**config.mk**
```make
export PLATFORM = sky130hd
export DESIGN_NAME = bcd2bin_seq_flat
export DESIGN_NICKNAME = d
export VERILOG_FILES = /design/src/rtl/bcd_pkg.sv /design/src/rtl/bcd2bin_seq_if.sv /design/src/rtl/bcd_digit_adj.sv /design/src/rtl/bcd2bin_seq.sv /design/src/flat_wrapper.sv
export SDC_FILE = /design/constraint.sdc
export NUM_CORES = 1
export LEC_CHECK = 0
export ABC_AREA = 1
export CORE_MARGIN = 2
export CORE_UTILIZATION = 53
export DETAILED_ROUTE_END_ITERATION = 12
export DONT_BUFFER_PORTS = 1
export PLACE_DENSITY = 0.67
export SLEW_MARGIN = 25
export SYNTH_ARGS = -nofsm -noshare
export SYNTH_HDL_FRONTEND = slang
export SYNTH_HIERARCHICAL = 1
export SYNTH_SLANG_ARGS = --single-unit
```
**constraint.sdc**
```tcl
create_clock -name clk -period 2.4 [get_ports clk]
set_input_delay 0.48 -clock clk [delete_from_list [all_inputs] [get_ports clk]]
set_output_delay 0.48 -clock clk [all_outputs]
set_load 0.005 [all_outputs]
```
**src/rtl/bcd_pkg.sv**
```systemverilog
// Shared types and constants for the BCD-to-binary converter.
package bcd_pkg;

    typedef enum logic [1:0] {
        ST_IDLE  = 2'd0,
        ST_SHIFT = 2'd1,
        ST_FIN   = 2'd2
    } state_e;

    localparam logic [3:0] BCD_MAX_DIGIT  = 4'd9;
    localparam logic [3:0] BCD_ADJ        = 4'd3;
    localparam logic [3:0] BCD_ADJ_THRESH = 4'd8;

endpackage

```
**src/rtl/bcd2bin_seq_if.sv**
```systemverilog
// Start/busy/done handshake and data bus of the BCD-to-binary converter.
interface bcd2bin_seq_if #(
    parameter int unsigned D = 5,
    parameter int unsigned W = 16
);

    logic             start;
    logic [4*D-1:0]   bcd;
    logic             busy;
    logic             done;
    logic [W-1:0]     bin;
    logic             ovf;
    logic             err;

    modport master (output start, bcd, input busy, done, bin, ovf, err);
    modport slave  (input start, bcd, output busy, done, bin, ovf, err);

endinterface

```
**src/rtl/bcd_digit_adj.sv**
```systemverilog
// Per-digit correction for reverse double-dabble: digits >= 8 after a right shift lose 3.
module bcd_digit_adj
    import bcd_pkg::*;
(
    input  logic [3:0] d_i,
    output logic [3:0] adj_c_o
);

    // Subtract within the nibble only; no borrow leaves the digit.
    assign adj_c_o = (d_i >= BCD_ADJ_THRESH) ? (d_i - BCD_ADJ) : d_i;

endmodule

```
**src/rtl/bcd2bin_seq.sv**
```systemverilog
// Sequential BCD-to-binary converter, one reverse double-dabble step per clock.
module bcd2bin_seq
    import bcd_pkg::*;
#(
    parameter int unsigned D = 5,
    parameter int unsigned W = 16
) (
    input  logic           clk,
    input  logic           rst,
    bcd2bin_seq_if.slave   bus
);

    localparam int unsigned BW = 4 * D;
    localparam int unsigned SW = 8 * D;
    localparam int unsigned CW = $clog2(BW + 1);
    localparam int unsigned XW = (BW > W) ? BW : W;

    state_e          state_q, state_d;
    logic [SW-1:0]   sreg_q, sreg_d;
    logic [CW-1:0]   cnt_q, cnt_d;
    logic            busy_q, busy_d;
    logic            done_q, done_d;
    logic            ovf_q, ovf_d;
    logic            err_q, err_d;
    logic [W-1:0]    bin_q, bin_d;

    logic [SW-1:0]   shifted_c;
    logic [BW-1:0]   upper_adj_c;
    logic            bad_digit_c;
    logic [XW-1:0]   low_ext_c;
    logic            low_ovf_c;

    assign shifted_c = sreg_q >> 1;

    // Correct every BCD digit of the upper half after the shift.
    for (genvar g = 0; g < D; g++) begin : g_adj
        bcd_digit_adj u_adj (
            .d_i     (shifted_c[BW + 4*g +: 4]),
            .adj_c_o (upper_adj_c[4*g +: 4])
        );
    end

    // Flag any input digit outside 0..9.
    always_comb begin
        bad_digit_c = 1'b0;
        for (int unsigned i = 0; i < D; i++) begin
            if (bus.bcd[4*i +: 4] > BCD_MAX_DIGIT) begin
                bad_digit_c = 1'b1;
            end
        end
    end

    // Binary field widened so bits above W can be tested for saturation.
    assign low_ext_c = XW'(sreg_q[BW-1:0]);
    assign low_ovf_c = (low_ext_c >> W) != '0;

    // State register.
    always_ff @(posedge clk or posedge rst) begin
        if (rst) begin
            state_q <= ST_IDLE;
        end else begin
            state_q <= state_d;
        end
    end

    // Next-state logic.
    always_comb begin
        state_d = state_q;
        case (state_q)
            ST_IDLE:  if (bus.start) state_d = bad_digit_c ? ST_FIN : ST_SHIFT;
            ST_SHIFT: if (cnt_q == CW'(1)) state_d = ST_FIN;
            ST_FIN:   state_d = ST_IDLE;
            default:  state_d = ST_IDLE;
        endcase
    end

    // Datapath and output next values per state.
    always_comb begin
        sreg_d = sreg_q;
        cnt_d  = cnt_q;
        busy_d = busy_q;
        done_d = 1'b0;
        bin_d  = bin_q;
        ovf_d  = ovf_q;
        err_d  = err_q;
        case (state_q)
            ST_IDLE: begin
                busy_d = 1'b0;
                if (bus.start) begin
                    sreg_d = {bus.bcd, {BW{1'b0}}};
                    cnt_d  = CW'(BW);
                    ovf_d  = 1'b0;
                    err_d  = bad_digit_c;
                    busy_d = 1'b1;
                end
            end
            ST_SHIFT: begin
                sreg_d = {upper_adj_c, shifted_c[BW-1:0]};
                cnt_d  = cnt_q - CW'(1);
            end
            ST_FIN: begin
                done_d = 1'b1;
                busy_d = 1'b1;
                if (err_q) begin
                    bin_d = '0;
                    ovf_d = 1'b0;
                end else if (low_ovf_c) begin
                    bin_d = '1;
                    ovf_d = 1'b1;
                end else begin
                    bin_d = low_ext_c[W-1:0];
                end
            end
            default: ;
        endcase
    end

    // Datapath and output registers.
    always_ff @(posedge clk or posedge rst) begin
        if (rst) begin
            sreg_q <= '0;
            cnt_q  <= '0;
            busy_q <= 1'b0;
            done_q <= 1'b0;
            bin_q  <= '0;
            ovf_q  <= 1'b0;
            err_q  <= 1'b0;
        end else begin
            sreg_q <= sreg_d;
            cnt_q  <= cnt_d;
            busy_q <= busy_d;
            done_q <= done_d;
            bin_q  <= bin_d;
            ovf_q  <= ovf_d;
            err_q  <= err_d;
        end
    end

    assign bus.busy = busy_q;
    assign bus.done = done_q;
    assign bus.bin  = bin_q;
    assign bus.ovf  = ovf_q;
    assign bus.err  = err_q;

endmodule

```
**src/flat_wrapper.sv**
```systemverilog
// flat-port wrapper written by rule: the top's interface ports become plain ports
module bcd2bin_seq_flat import bcd_pkg::*;
#(
    parameter int unsigned D = 5,
    parameter int unsigned W = 16
)
  (clk, rst, bus_start, bus_bcd, bus_busy, bus_done, bus_bin, bus_ovf, bus_err);
  bcd2bin_seq_if #(.D(D), .W(W)) bus_i ();
  input  logic clk;
  input  logic rst;
  input wire logic [$bits(bus_i.start)-1:0] bus_start;
  input wire logic [$bits(bus_i.bcd)-1:0] bus_bcd;
  output wire logic [$bits(bus_i.busy)-1:0] bus_busy;
  output wire logic [$bits(bus_i.done)-1:0] bus_done;
  output wire logic [$bits(bus_i.bin)-1:0] bus_bin;
  output wire logic [$bits(bus_i.ovf)-1:0] bus_ovf;
  output wire logic [$bits(bus_i.err)-1:0] bus_err;
  assign bus_i.start = bus_start;
  assign bus_i.bcd = bus_bcd;
  assign bus_busy = bus_i.busy;
  assign bus_done = bus_i.done;
  assign bus_bin = bus_i.bin;
  assign bus_ovf = bus_i.ovf;
  assign bus_err = bus_i.err;
  bcd2bin_seq #(.D(D), .W(W)) u_core (.clk(clk), .rst(rst), .bus(bus_i));
endmodule
```
After elaboration in Yosys (flattened, before gate mapping)
Index checks and enable logic that the tools add are counted.
{ "totals": {"register_bits": 67, "out_inout_bits": 20, "wordCells": 65} }
{ "classes": {"addsub": 6, "n_lt_le_gt_ge": 10, "eq_ne": 6, "n_mux": 27, "n_reduce_logical": 8} }
{ "ops": {"columns": ["cell", "n"], "rows": [
  ["$pmux W40 S2", 1],
  ["$mux W40", 1],
  ["$mux W16", 2],
  ["$gt A4 B4 Y1 const B", 5],
  ["$mux W4", 5],
  ["$reduce_bool A20 Y1", 1],
  ["$ge A4 B4 Y1 const B", 4],
  ["$sub A4 B2 Y4 const B", 4],
  ["$mux W1", 10],
  ["$pmux W5 S2", 1],
  ["$mux W2", 3],
  ["$reduce_and A2 Y1", 3],
  ["$eq A5 B1 Y1 const B", 1],
  ["$mux W5", 1],
  ["$sub A5 B1 Y5 const B", 1],
  ["$ge A3 B4 Y1 const B", 1],
  ["$pmux W1 S2", 2],
  ["$pmux W2 S2", 1],
  ["$reduce_bool A2 Y1", 2],
  ["$sub A3 B2 Y4 const B", 1],
  ["$ne A3 B1 Y1 const B", 1],
  ["$reduce_and A3 Y1", 1],
  ["$eq A2 B1 Y1 const B", 1],
  ["$eq A2 B2 Y1 const B", 1],
  ["3 further kinds", 3]
]} }

Logic depth before layout (Yosys ltp)
{ "depth": {"depth_word": 9, "ltp_mapped": 9, "depth_no_buf": 9} }

Modules after synthesis
The synthesis kept the hierarchy.
{ "modules_own_cells": {"columns": ["module", "instances", "cells_per_inst", "area_each_um2"], "rows": [
  ["bcd2bin_seq", 1, 318, 2907.8],
  ["bcd_digit_adj", 5, 16, 88.8]
]} }

Worst setup path before layout
Ideal clock, no wire load.
{ "synth_timing": {"path_type": "register -> register", "start": "reg u_core.state_q[1]", "end": "reg u_core.cnt_q[1]", "setup_ps": 133, "arrival_ps": 1111, "setup_slack_ps": 1156, "path_stages_with_launch": 7, "n_path_buf": 2, "synth_period_minus_slack_ps": 1244, "cell_sequence": "dfrtp_1 nor2_1 nand2_2 nand2_2 buf_6 buf_4 o22ai_1"} }
{ "synth_via": {"elab_chain_len": 3} }
{ "synth_lines": {"columns": ["element", "line_no", "text"], "rows": [
  ["start, declared", "bcd2bin_seq.sv:18", "state_e state_q, state_d;"],
  ["start signal, assigned", "bcd2bin_seq.sv:62", "state_q <= state_d;"],
  ["$eq A2 B1 Y1 or $logic_not A2 Y1 (tied branches)", "bcd2bin_seq.sv:86", "case (state_q)"],
  ["$reduce_bool A2 Y1 (no line) or $ne A2 B2 Y1 (tied branches)", null, null],
  ["$reduce_and A2 Y1 (no line)", null, null],
  ["end signal, assigned", "bcd2bin_seq.sv:130", "cnt_q <= cnt_d;"],
  ["end, declared", "bcd2bin_seq.sv:20", "logic [CW-1:0] cnt_q, cnt_d;"]
]} }
Parallel ways exist; a longest one is shown, timed or not.
A chain may end at the register's enable or synchronous reset.

Worst setup path in the final report
{ "layout_timing": {"start": "reg u_core.state_q[1]", "end": "reg u_core.cnt_q[2]"} }
The elaborated chain is that of the path after synthesis.

==> impl_metrics.py <==
metrics = {
    "logic_synthesis": {
        "yosysTopAreaCell": "dfrtp_1",
        "yosysMostFrequentCell": "nand2_1",
        "synth_top_cells_by_area": "dfrtp_1 50%, nand2_1 13%, inv_1 6.2%",
        "synth_edf_count": 0,
        "ys_types": 29,
        "synthTopCellsByCount": "115 x nand2_1, 67 x dfrtp_1, 55 x inv_1",
        "netlist_area_sq_um": 3350,
        "ys_seq_elements": 67,
        "yosysWarnings": 6,
        "yosysSeqAreaShare_pct": 50.0,
        "async_reset_ff_share_pct": 100,
        "synthFlopType": "dfrtp_1",
        "synth.avg_cell_area_sq_um": 8.42,
        "yosys.area.top_type_share_pct": 50.0,
        "syn_inst": 398,
    },
    "global_routing": {
        "grt_pass1_vias": 2515,
        "use_met2_pct": 33.5,
        "use_met3_pct": 5.04,
        "grt_pass1_wl_um": 11200,
        "globalRoute.busiestLayer": "met2",
        "antenna_found_initial": 0,
        "grt.met1_usage_pct": 24.1,
        "grt_use_total_pct": 19.8,
        "grt.overflow.total": 0,
        "grt_start_max_net_pins": 42,
    },
    "timing": {
        "period_needed_ps": 1740,
        "setup-violations-final": 0,
        "rsz0062_at_grt": "false",
        "slew_violations": 0,
        "max-slew-margin-rel_pct": 61.6,
        "max_freq_mhz": 574,
        "fin_tns_setup_ps": 0,
        "period_share_pct": 72.6,
        "finClkSkew_ps": 9.40,
        "final-hold-violation-count": 0,
        "worst_pin_slew_ps": 574,
    },
    "power": {
        "leakagePower_nw": 1.88,
        "peakVddDrop_mv": 0.622,
        "power_density_nw_per_um2": 1200,
    },
    "setup_path": {
        "worstReg2RegStart": "u_core/state_q[1]$_DFFE_PP0P_",
        "crit_path_end_kind": "flip-flop",
        "worst-path-buf-inv": 1,
        "r2r-end": "u_core/cnt_q[2]$_DFFE_PP0P_",
        "r2r_slack_ps": 660,
        "cpLargestDelayFamily": "simple AND/OR/NAND/NOR gates",
        "cpPeakStageDelay_ps": 430,
        "critPathRequiredTime_ps": 2670,
        "crit_slowest_cell": "dfrtp_1",
        "crit_chain": "nor2_1, nand2_2, nand2_2, buf_4, nand3_1, nand3_1",
        "r2r_cells": 6,
        "crit_arrival_ps": 2010,
        "start_kind": "flip-flop",
        "worstSetupPathType": "reg2reg",
        "path_max_fanout": 27,
    },
    "finish": {
        "antenna_cells": 0,
        "regArea_sq_um": 1680,
        "n_fill_cell": 539,
        "multi_input_area_sq_um": 1380,
        "nNetsFinal": 439,
        "synthToLayoutAreaGrowth_pct": 9.59,
        "final-instance-count-excl-fill": 484,
        "drive_above_1_share_pct": 7.58,
    },
    "route": {
        "num_vias": 2504,
        "routed_wirelength_um": 6370,
        "drcViolationCount": 0,
        "viasPerCell": 5.17,
        "drtPass1Iterations": 4,
        "antenna_left": 0,
        "wire_per_inst_um": 13.2,
        "drt_iter0_drc": 83,
    },
    "clock_tree": {
        "cts_resized": 0,
        "htreeDepth": 3,
        "clock_latency_ps": 340,
        "cts_made_buffers": 9,
        "clock_sinks": 67,
        "cts_tree": "done",
        "ctsHoldBuffers": 0,
        "clk_pin_slew_ps": 80,
        "cts_root_buf": "clkbuf_8",
        "postCtsSetupRepairBufs": 0,
        "cts_buffer_depth": 2,
    },
    "run": {
        "max-cap-violations": 0,
    },
    "min_path": {
        "hold_class": "in2async",
    },
    "die": {
        "die_w_um": 83.5,
        "start_util_pct": 55.6,
        "die_y_um": 83.5,
        "pin_count": 43,
        "dieArea_sq_um": 6980,
        "placeableCoreArea_sq_um": 6030,
        "rows": 28,
    },
    "place": {
        "post-place-cells": 468,
        "dp_hpwl_um": 4260,
        "gp_congestion": 0.767,
        "io_buffers": 0,
    },
    "status": {
        "status": "finished clean",
    },
}
==> sequential cells by signal, summed over array words and instances, names as in the netlist <==
| signal | cells |
|---|---|
| u_core/bus.err | 1 |
| u_core/bus.done | 1 |
| u_core/state_q | 2 |
| u_core/cnt_q | 5 |
| u_core/bus.bin | 16 |
| u_core/bus.busy | 1 |
| u_core/bus.ovf | 1 |
| u_core/sreg_q | 40 |
==> cells by family (layout without fill, tap and decap cells) <==
group / Yosys count / in the layout / synth area share [%]
simple gates: 162 / 162 / 20.4
compound gates: 78 / 78 / 14.3
buf+inv: 73 / 79 / 9.41
flops: 67 / 67 / 50.0
fa+ha+maj: 12 / 12 / 4.48
xor+xnor: 5 / 5 / 1.31
other cells: 1 / 6 / 0.112
==> per-stage QoR <==
stage / worst slack [ps] / power [mW] / hold WS [ps] / utilization, % / instance area (sq um)
6_report: 658 / 4.40 / 74.9 / 61.0 / 3670
5_1_grt: 484 / 4.77 / 109 / 61.0 / 3670
4_1_cts: 644 / 4.44 / 80.5 / 61.0 / 3670
3_5_place_dp: 660 / 3.30 / 450 / 57.0 / 3430
3_3_place_gp: 735 / 3.24 / 454 / 57.0 / 3430
2_1_floorplan: 237 / 3.02 / 448 / - / 3370
==> worst max-delay path by stage <==
stage	depth (start not counted)	startpoint	slack [ps]	end
floorplan	1	rst	240	u_core/bus.bin[0]$_DFFE_PP0P_
global placement	6	u_core/state_q[1]$_DFFE_PP0P_	730	u_core/cnt_q[2]$_DFFE_PP0P_
detailed placement	6	u_core/state_q[1]$_DFFE_PP0P_	660	u_core/cnt_q[2]$_DFFE_PP0P_
CTS	6	u_core/state_q[1]$_DFFE_PP0P_	640	u_core/cnt_q[2]$_DFFE_PP0P_
global route	6	u_core/state_q[1]$_DFFE_PP0P_	480	u_core/cnt_q[2]$_DFFE_PP0P_
finish	6	u_core/state_q[1]$_DFFE_PP0P_	660	u_core/cnt_q[2]$_DFFE_PP0P_
==> layer usage <==
metal	vias up	share of wire, %
li1	1283	-
met1	1162	46
met2	53	49
met3	6	3.9
met4	0	0.99
met5	-	0
==> where the power goes <==
part	switching (mW)	internal [mW]
Sequential	0.336	1.47
Clock	0.435	0.688
Combinational	0.891	0.583
Total	1.66	2.74
==> placed cells by master (no fill, tap or decap), types with 3 or more instances in the layout <==
| cell type | instances |
|---|---|
| bufinv_16 | 3 |
| o21ai_1 | 3 |
| conb_1 | 6 |
| dfrtp_1 | 67 |
| inv_1 | 54 |
| nand4_1 | 3 |
| nand2_1 | 115 |
| o21a_1 | 18 |
| nor2_1 | 5 |
| nand2_2 | 3 |
| o21ai_0 | 27 |
| a21boi_1 | 5 |
| ha_1 | 12 |
| xor2_1 | 5 |
| nand3_1 | 31 |
| buf_4 | 4 |
| clkbuf_8 | 9 |
| o22ai_1 | 20 |
| inv_2 | 3 |
==> area by class of cell <==
type / count / share of cell area, %
tap: 75 / 2.55
timing repair buffer: 6 / 1.91
multi-input combinational: 263 / 37.5
inverter: 57 / 5.82
clock inverter: 7 / 3.17
sequential: 67 / 45.6
clock buffer: 9 / 3.37
Power figures use the tool's default switching activity.
